**src/rtl/skid_buffer_pkg.sv**
```systemverilog
// Shared types for the two-entry skid buffer register slice.
package skid_buffer_pkg;

  typedef enum logic [1:0] {
    SKID_EMPTY = 2'b00,
    SKID_ONE   = 2'b01,
    SKID_TWO   = 2'b10
  } skid_state_e;

endpackage

```
**src/rtl/skid_buffer_if.sv**
```systemverilog
// Upstream/downstream handshake bundle for skid_buffer.
// A word moves across either side at a posedge where valid and ready are both 1;
// the sender holds its data stable while valid=1 and ready=0 only if it wants
// that word delivered, and ready never depends combinationally on valid.
interface skid_buffer_if #(
  parameter int WIDTH = 4
);
  logic             in_valid_i;
  logic             in_ready_o;
  logic [WIDTH-1:0] in_data_i;
  logic             out_valid_o;
  logic             out_ready_i;
  logic [WIDTH-1:0] out_data_o;

  // slave: the skid buffer itself
  modport slave (
    input  in_valid_i, in_data_i, out_ready_i,
    output in_ready_o, out_valid_o, out_data_o
  );

  // master: the environment driving upstream and consuming downstream
  modport master (
    output in_valid_i, in_data_i, out_ready_i,
    input  in_ready_o, out_valid_o, out_data_o
  );
endinterface

```
**src/rtl/skid_buffer_entry.sv**
```systemverilog
// One storage word with load enable and clear enable; load wins over clear.
module skid_buffer_entry #(
  parameter int WIDTH = 4
) (
  input  logic             clk,
  input  logic             rst_n,
  input  logic             load,
  input  logic             clear,
  input  logic [WIDTH-1:0] d,
  output logic [WIDTH-1:0] q
);

  always_ff @(posedge clk or negedge rst_n) begin
    if (!rst_n) begin
      q <= '0;
    end else if (load) begin
      q <= d;
    end else if (clear) begin
      q <= '0;
    end
  end

endmodule

```
**src/rtl/skid_buffer.sv**
```systemverilog
// Two-entry ready/valid register slice with fully registered in_ready_o.
// Build option: SKID_BUFFER_CLEAR_EN zeroes each entry when it empties.
module skid_buffer
  import skid_buffer_pkg::*;
#(
  parameter int WIDTH = 4
) (
  input  logic        clk,
  input  logic        rst_n,
  skid_buffer_if.slave bus,
  output skid_state_e fsm_state
);

`ifdef SKID_BUFFER_CLEAR_EN
  localparam bit CLEAR_EN = 1'b1;
`else
  localparam bit CLEAR_EN = 1'b0;
`endif

  skid_state_e      state;
  skid_state_e      next_state;
  logic             in_xfer;
  logic             out_xfer;
  logic             main_load;
  logic             main_sel_skid;
  logic             main_clear;
  logic             skid_load;
  logic             skid_clear;
  logic [WIDTH-1:0] main_d;
  logic [WIDTH-1:0] main_q;
  logic [WIDTH-1:0] skid_q;

  assign in_xfer  = bus.in_valid_i && bus.in_ready_o;
  assign out_xfer = bus.out_valid_o && bus.out_ready_i;

  always_ff @(posedge clk or negedge rst_n) begin
    if (!rst_n) begin
      state <= SKID_EMPTY;
    end else begin
      state <= next_state;
    end
  end

  always_comb begin
    next_state = state;
    unique case (state)
      SKID_EMPTY: if (in_xfer) next_state = SKID_ONE;
      SKID_ONE: begin
        if (in_xfer && !out_xfer) next_state = SKID_TWO;
        else if (!in_xfer && out_xfer) next_state = SKID_EMPTY;
      end
      SKID_TWO: if (out_xfer) next_state = SKID_ONE;
      default: next_state = SKID_EMPTY;
    endcase
  end

  always_comb begin
    main_load     = 1'b0;
    main_sel_skid = 1'b0;
    main_clear    = 1'b0;
    skid_load     = 1'b0;
    skid_clear    = 1'b0;
    unique case (state)
      SKID_EMPTY: main_load = in_xfer;
      SKID_ONE: begin
        main_load  = in_xfer && out_xfer;
        skid_load  = in_xfer && !out_xfer;
        main_clear = CLEAR_EN && out_xfer && !in_xfer;
      end
      SKID_TWO: begin
        // in_ready_o is low here, so only the downstream side can move
        main_load     = out_xfer;
        main_sel_skid = 1'b1;
        skid_clear    = CLEAR_EN && out_xfer;
      end
      default: ;
    endcase
  end

  // Ready is a flop fed from next_state, breaking the out_ready_i -> in_ready_o path.
  always_ff @(posedge clk or negedge rst_n) begin
    if (!rst_n) begin
      bus.in_ready_o <= 1'b0;
    end else begin
      bus.in_ready_o <= (next_state != SKID_TWO);
    end
  end

  assign main_d = main_sel_skid ? skid_q : bus.in_data_i;

  skid_buffer_entry #(.WIDTH(WIDTH)) u_main (
    .clk   (clk),
    .rst_n (rst_n),
    .load  (main_load),
    .clear (main_clear),
    .d     (main_d),
    .q     (main_q)
  );

  skid_buffer_entry #(.WIDTH(WIDTH)) u_skid (
    .clk   (clk),
    .rst_n (rst_n),
    .load  (skid_load),
    .clear (skid_clear),
    .d     (bus.in_data_i),
    .q     (skid_q)
  );

  assign bus.out_valid_o = (state != SKID_EMPTY);
  assign bus.out_data_o  = main_q;
  assign fsm_state       = state;

endmodule
```
**src/flat_wrapper.sv**
```systemverilog
// flat-port wrapper written by rule: the top's interface ports become plain ports
module skid_buffer_flat import skid_buffer_pkg::*;
#(
  parameter int WIDTH = 4
)
  (clk, rst_n, fsm_state, bus_in_valid_i, bus_in_data_i, bus_out_ready_i, bus_in_ready_o, bus_out_valid_o, bus_out_data_o);
  skid_buffer_if #(.WIDTH(WIDTH)) bus_i ();
  input  logic clk;
  input  logic rst_n;
  output skid_state_e fsm_state;
  input wire logic [$bits(bus_i.in_valid_i)-1:0] bus_in_valid_i;
  input wire logic [$bits(bus_i.in_data_i)-1:0] bus_in_data_i;
  input wire logic [$bits(bus_i.out_ready_i)-1:0] bus_out_ready_i;
  output wire logic [$bits(bus_i.in_ready_o)-1:0] bus_in_ready_o;
  output wire logic [$bits(bus_i.out_valid_o)-1:0] bus_out_valid_o;
  output wire logic [$bits(bus_i.out_data_o)-1:0] bus_out_data_o;
  assign bus_i.in_valid_i = bus_in_valid_i;
  assign bus_i.in_data_i = bus_in_data_i;
  assign bus_i.out_ready_i = bus_out_ready_i;
  assign bus_in_ready_o = bus_i.in_ready_o;
  assign bus_out_valid_o = bus_i.out_valid_o;
  assign bus_out_data_o = bus_i.out_data_o;
  skid_buffer #(.WIDTH(WIDTH)) u_core (.clk(clk), .rst_n(rst_n), .bus(bus_i), .fsm_state(fsm_state));
endmodule
```
**config.mk**
```make
export PLATFORM = sky130hd
export DESIGN_NAME = skid_buffer_flat
export DESIGN_NICKNAME = d
export VERILOG_FILES = /design/src/rtl/skid_buffer_pkg.sv /design/src/rtl/skid_buffer_if.sv /design/src/rtl/skid_buffer_entry.sv /design/src/rtl/skid_buffer.sv /design/src/flat_wrapper.sv
export SDC_FILE = /design/constraint.sdc
export NUM_CORES = 1
export LEC_CHECK = 0
export CAP_MARGIN = 20
export CORE_AREA = 2 2 39 41
export CTS_CLUSTER_SIZE = 28
export DETAILED_ROUTE_END_ITERATION = 8
export DIE_AREA = 0 0 41 43
export GPL_TIMING_DRIVEN = 0
export PLACE_DENSITY = 0.67
export SYNTH_ARGS = -nofsm -noshare
export SYNTH_HDL_FRONTEND = slang
export SYNTH_SLANG_ARGS = --single-unit
```
**constraint.sdc**
```tcl
create_clock -name clk -period 1.43 [get_ports clk]
set_input_delay 0.2145 -clock clk [delete_from_list [all_inputs] [get_ports clk]]
set_output_delay 0.2145 -clock clk [all_outputs]
set_load 0.005 [all_outputs]
```
==> out/results.ini <==
[global_routing]
grt_pass1_vias=340
grt_max_degree=12
grt_usage_pct=13.65
antenna_found_initial=0
overflow=0
grt_pass1_wl_um=1483

[critical_path]
required_ns=1.59
worstSetupStartpointType=flip-flop
critPathMaxFanout=5
cp-end-kind=flip-flop
arrival_ns=1.61
critical_path_class=flip-flop to flip-flop

[timing]
drv_slew=0
period_share_pct=101.5
slew_headroom_pct=67.45
hold_viol=0
holdWs_ns=0.2700
fmax_ghz=0.6887
skew_ns=0.004116
tightest_slew_ns=0.4868
rsz0062_at_grt=yes
setup_viol=8
timing.final.crit_period_ns=1.452
finalWorstSetupSlack_ns=-0.02191

[routing]
m1WireLength_um=438
drcViolationCount=0
num_vias=365
antenna_left=0
wl_per_cell_um=13.53
dr_wl_met3_um=66
met2_length_um=495
wl_um=1001
dr.first_iter.drc_count=0
via_per_inst=4.932
drtPass1Iterations=1
top_signal_layer_used=met3

[finish]
drive_above_1_share_pct=29.31
stdcell_area_um2=768.2
syn_to_final_growth_pct=54.66
final_nets=67
antenna_cells=0

[cts]
cts_root_buf=clkbuf_4
clockBufferDepth=2
tritoncts=done
cts_hold_buf=0
clk-insertion-delay-late_ns=0.27
htree_levels=1
numCtsBuffers=3
path_clk_slew_ns=0.07
cts.sinks=11

[pwr]
power.density_mw_per_mm2=1844
switching_share_pct=28.55
p_sw_uw=404.3
p_int_uw=1012
vdd_drop_max_v=0.0009009
comb_power_share_pct=47.9
p_seq_share_pct=37.3
pwr-share-clk_pct=14.8
power_uw=1416
p_leak_uw=0.0003357

[yosys]
ys_seq_elements=11
synthesis.area_per_instance_um2=13.80
netlist_area_um2=496.7
ys_seq_area_share_pct=55.42
synth_nets=44
synth_cells=36
yosysUniqueCellTypes=14
yosys_warnings=0

[flow_run]
cap_violations=0

[min_path]
hold_path.class=input port to asynchronous set/reset pin

[placed_design]
numPortBuffers=15
detailed_place_hpwl_um=682.2
dpl_cell_area_um2=666.9
dp_slack_ns=-0.3515
place_congestion=0.6054

[outcome]
status=finished with violations
violations=setup timing

[die]
start_util_pct=35.90
io_pins=16
coreArea_mm2=0.001384
die_h_um=43
dieArea_mm2=0.001763
dieWidth_um=41
rows=14

path summary, 6_finish.rpt:
kind / startpoint / slack (ns) / endpoint / depth (start not counted)
setup reg to reg: u_core.fsm_state[0]$_DFF_PN0_ / -0.02 / u_core.u_main.q[1]$_DFFE_PN0P_ / 5
max in group asynchronous: rst_n / 0.81 / u_core.fsm_state[1]$_DFF_PN0_ / 1
setup / recovery: u_core.fsm_state[0]$_DFF_PN0_ / -0.02 / u_core.u_main.q[1]$_DFFE_PN0P_ / 5
hold reg to reg: u_core.u_skid.q[3]$_DFFE_PN0P_ / 0.49 / u_core.u_skid.q[3]$_DFFE_PN0P_ / 1
hold / removal: rst_n / 0.27 / u_core.u_main.q[3]$_DFFE_PN0P_ / 1
min in group clk: u_core.u_skid.q[3]$_DFFE_PN0P_ / 0.49 / u_core.u_skid.q[3]$_DFFE_PN0P_ / 1
worst max-delay path, stage by stage, from the launching register on:
cell     delay [ns]
dfrtp_1        0.39
buf_6          0.13
nor2b_4        0.12
o31ai_4        0.24
buf_6          0.16
mux2_4         0.30
sequential cells by signal, indices dropped and copies added, names as in the netlist:
signal                 flops
u_core.u_main.q            4
u_core.u_skid.q            4
u_core.bus.in_ready_o      1
u_core.fsm_state           2
power by group through the flow:
stage          Clock [µW]  Sequential (µW)  Combinational [µW]
3_3_place_gp            0              542                 510
4_1_cts               220              524                 586
2_1_floorplan           0              540                 242
3_5_place_dp            0              549                 516
5_1_grt               242              541                 723
6_report              209              528                 679
final cells by class:
cell class	instances	area [µm²]
clock buffers	3	22.52
fillers	128	615.6
flip-flops and latches	11	276.5
multi-input cells	25	266.5
clock inverters	1	5.005
well taps	16	20.02
repair buffers	18	177.7
synthesized netlist by cell type, drive strengths merged:
| library cell | number | area, µm² |
|---|---|---|
| o21ai | 1 | 5.000 |
| nand3b | 1 | 7.510 |
| o31ai | 1 | 12.51 |
| mux2 | 12 | 135.1 |
| nand2b | 2 | 12.51 |
| nor2b | 1 | 6.260 |
| xnor2 | 1 | 8.760 |
| dfrtp | 11 | 275.3 |
| or2 | 2 | 12.52 |
| nor2 | 2 | 7.510 |
| nand2 | 1 | 3.750 |
| nor3 | 1 | 10.01 |
metrics by stage:
stage | setup TNS, ns | std cells | utilization (%)
2_1_floorplan | 0 | 36 | -
3_3_place_gp | -2.661 | 67 | 48.19
3_5_place_dp | -2.831 | 67 | 48.19
4_1_cts | -0.06427 | 73 | 52.71
5_1_grt | -0.4274 | 74 | 55.52
6_report | -0.1545 | 74 | 55.52
logic make-up (layout without fill, tap and decap cells):
logic type             Yosys count  count (layout)  synth area share [%]
AO/OA/AOI/OAI                    2               2                 3.525
XOR/XNOR                         1               1                 1.764
flip-flops                      11              11                 55.41
AND/OR/NAND/NOR                 10              10                 12.09
multiplexers                    12              12                 27.20
buffers and inverters            0              22                     0
cell usage in the layout (no fill, tap or decap), drive strengths merged:
cell / synthesis / routed
nand2: 1 / 1
nand3b: 1 / 1
clkdlybuf4s15: 0 / 1
o31ai: 1 / 1
buf: 0 / 3
nor3: 1 / 1
nor2b: 1 / 1
dlygate4sd2: 0 / 2
dfrtp: 11 / 11
mux2: 12 / 12
clkinv: 0 / 1
clkdlybuf4s50: 0 / 12
nor2: 2 / 2
xnor2: 1 / 1
o21ai: 1 / 1
clkbuf: 0 / 3
nand2b: 2 / 2
or2: 2 / 2
metal layers:
layer	vias to the layer above	global-route usage, %
met2	8	17.19
met5	-	0
met4	0	8.000
met1	187	16.50
li1	170	-
met3	0	9.424
repair_timing:
action                     in CTS  in global routing
gates resized for setup         8                  9
setup endpoints to repair      11                  6
pin swaps                       0                  1
setup buffers                   2                  1
(Power assumes the default switching activity.)
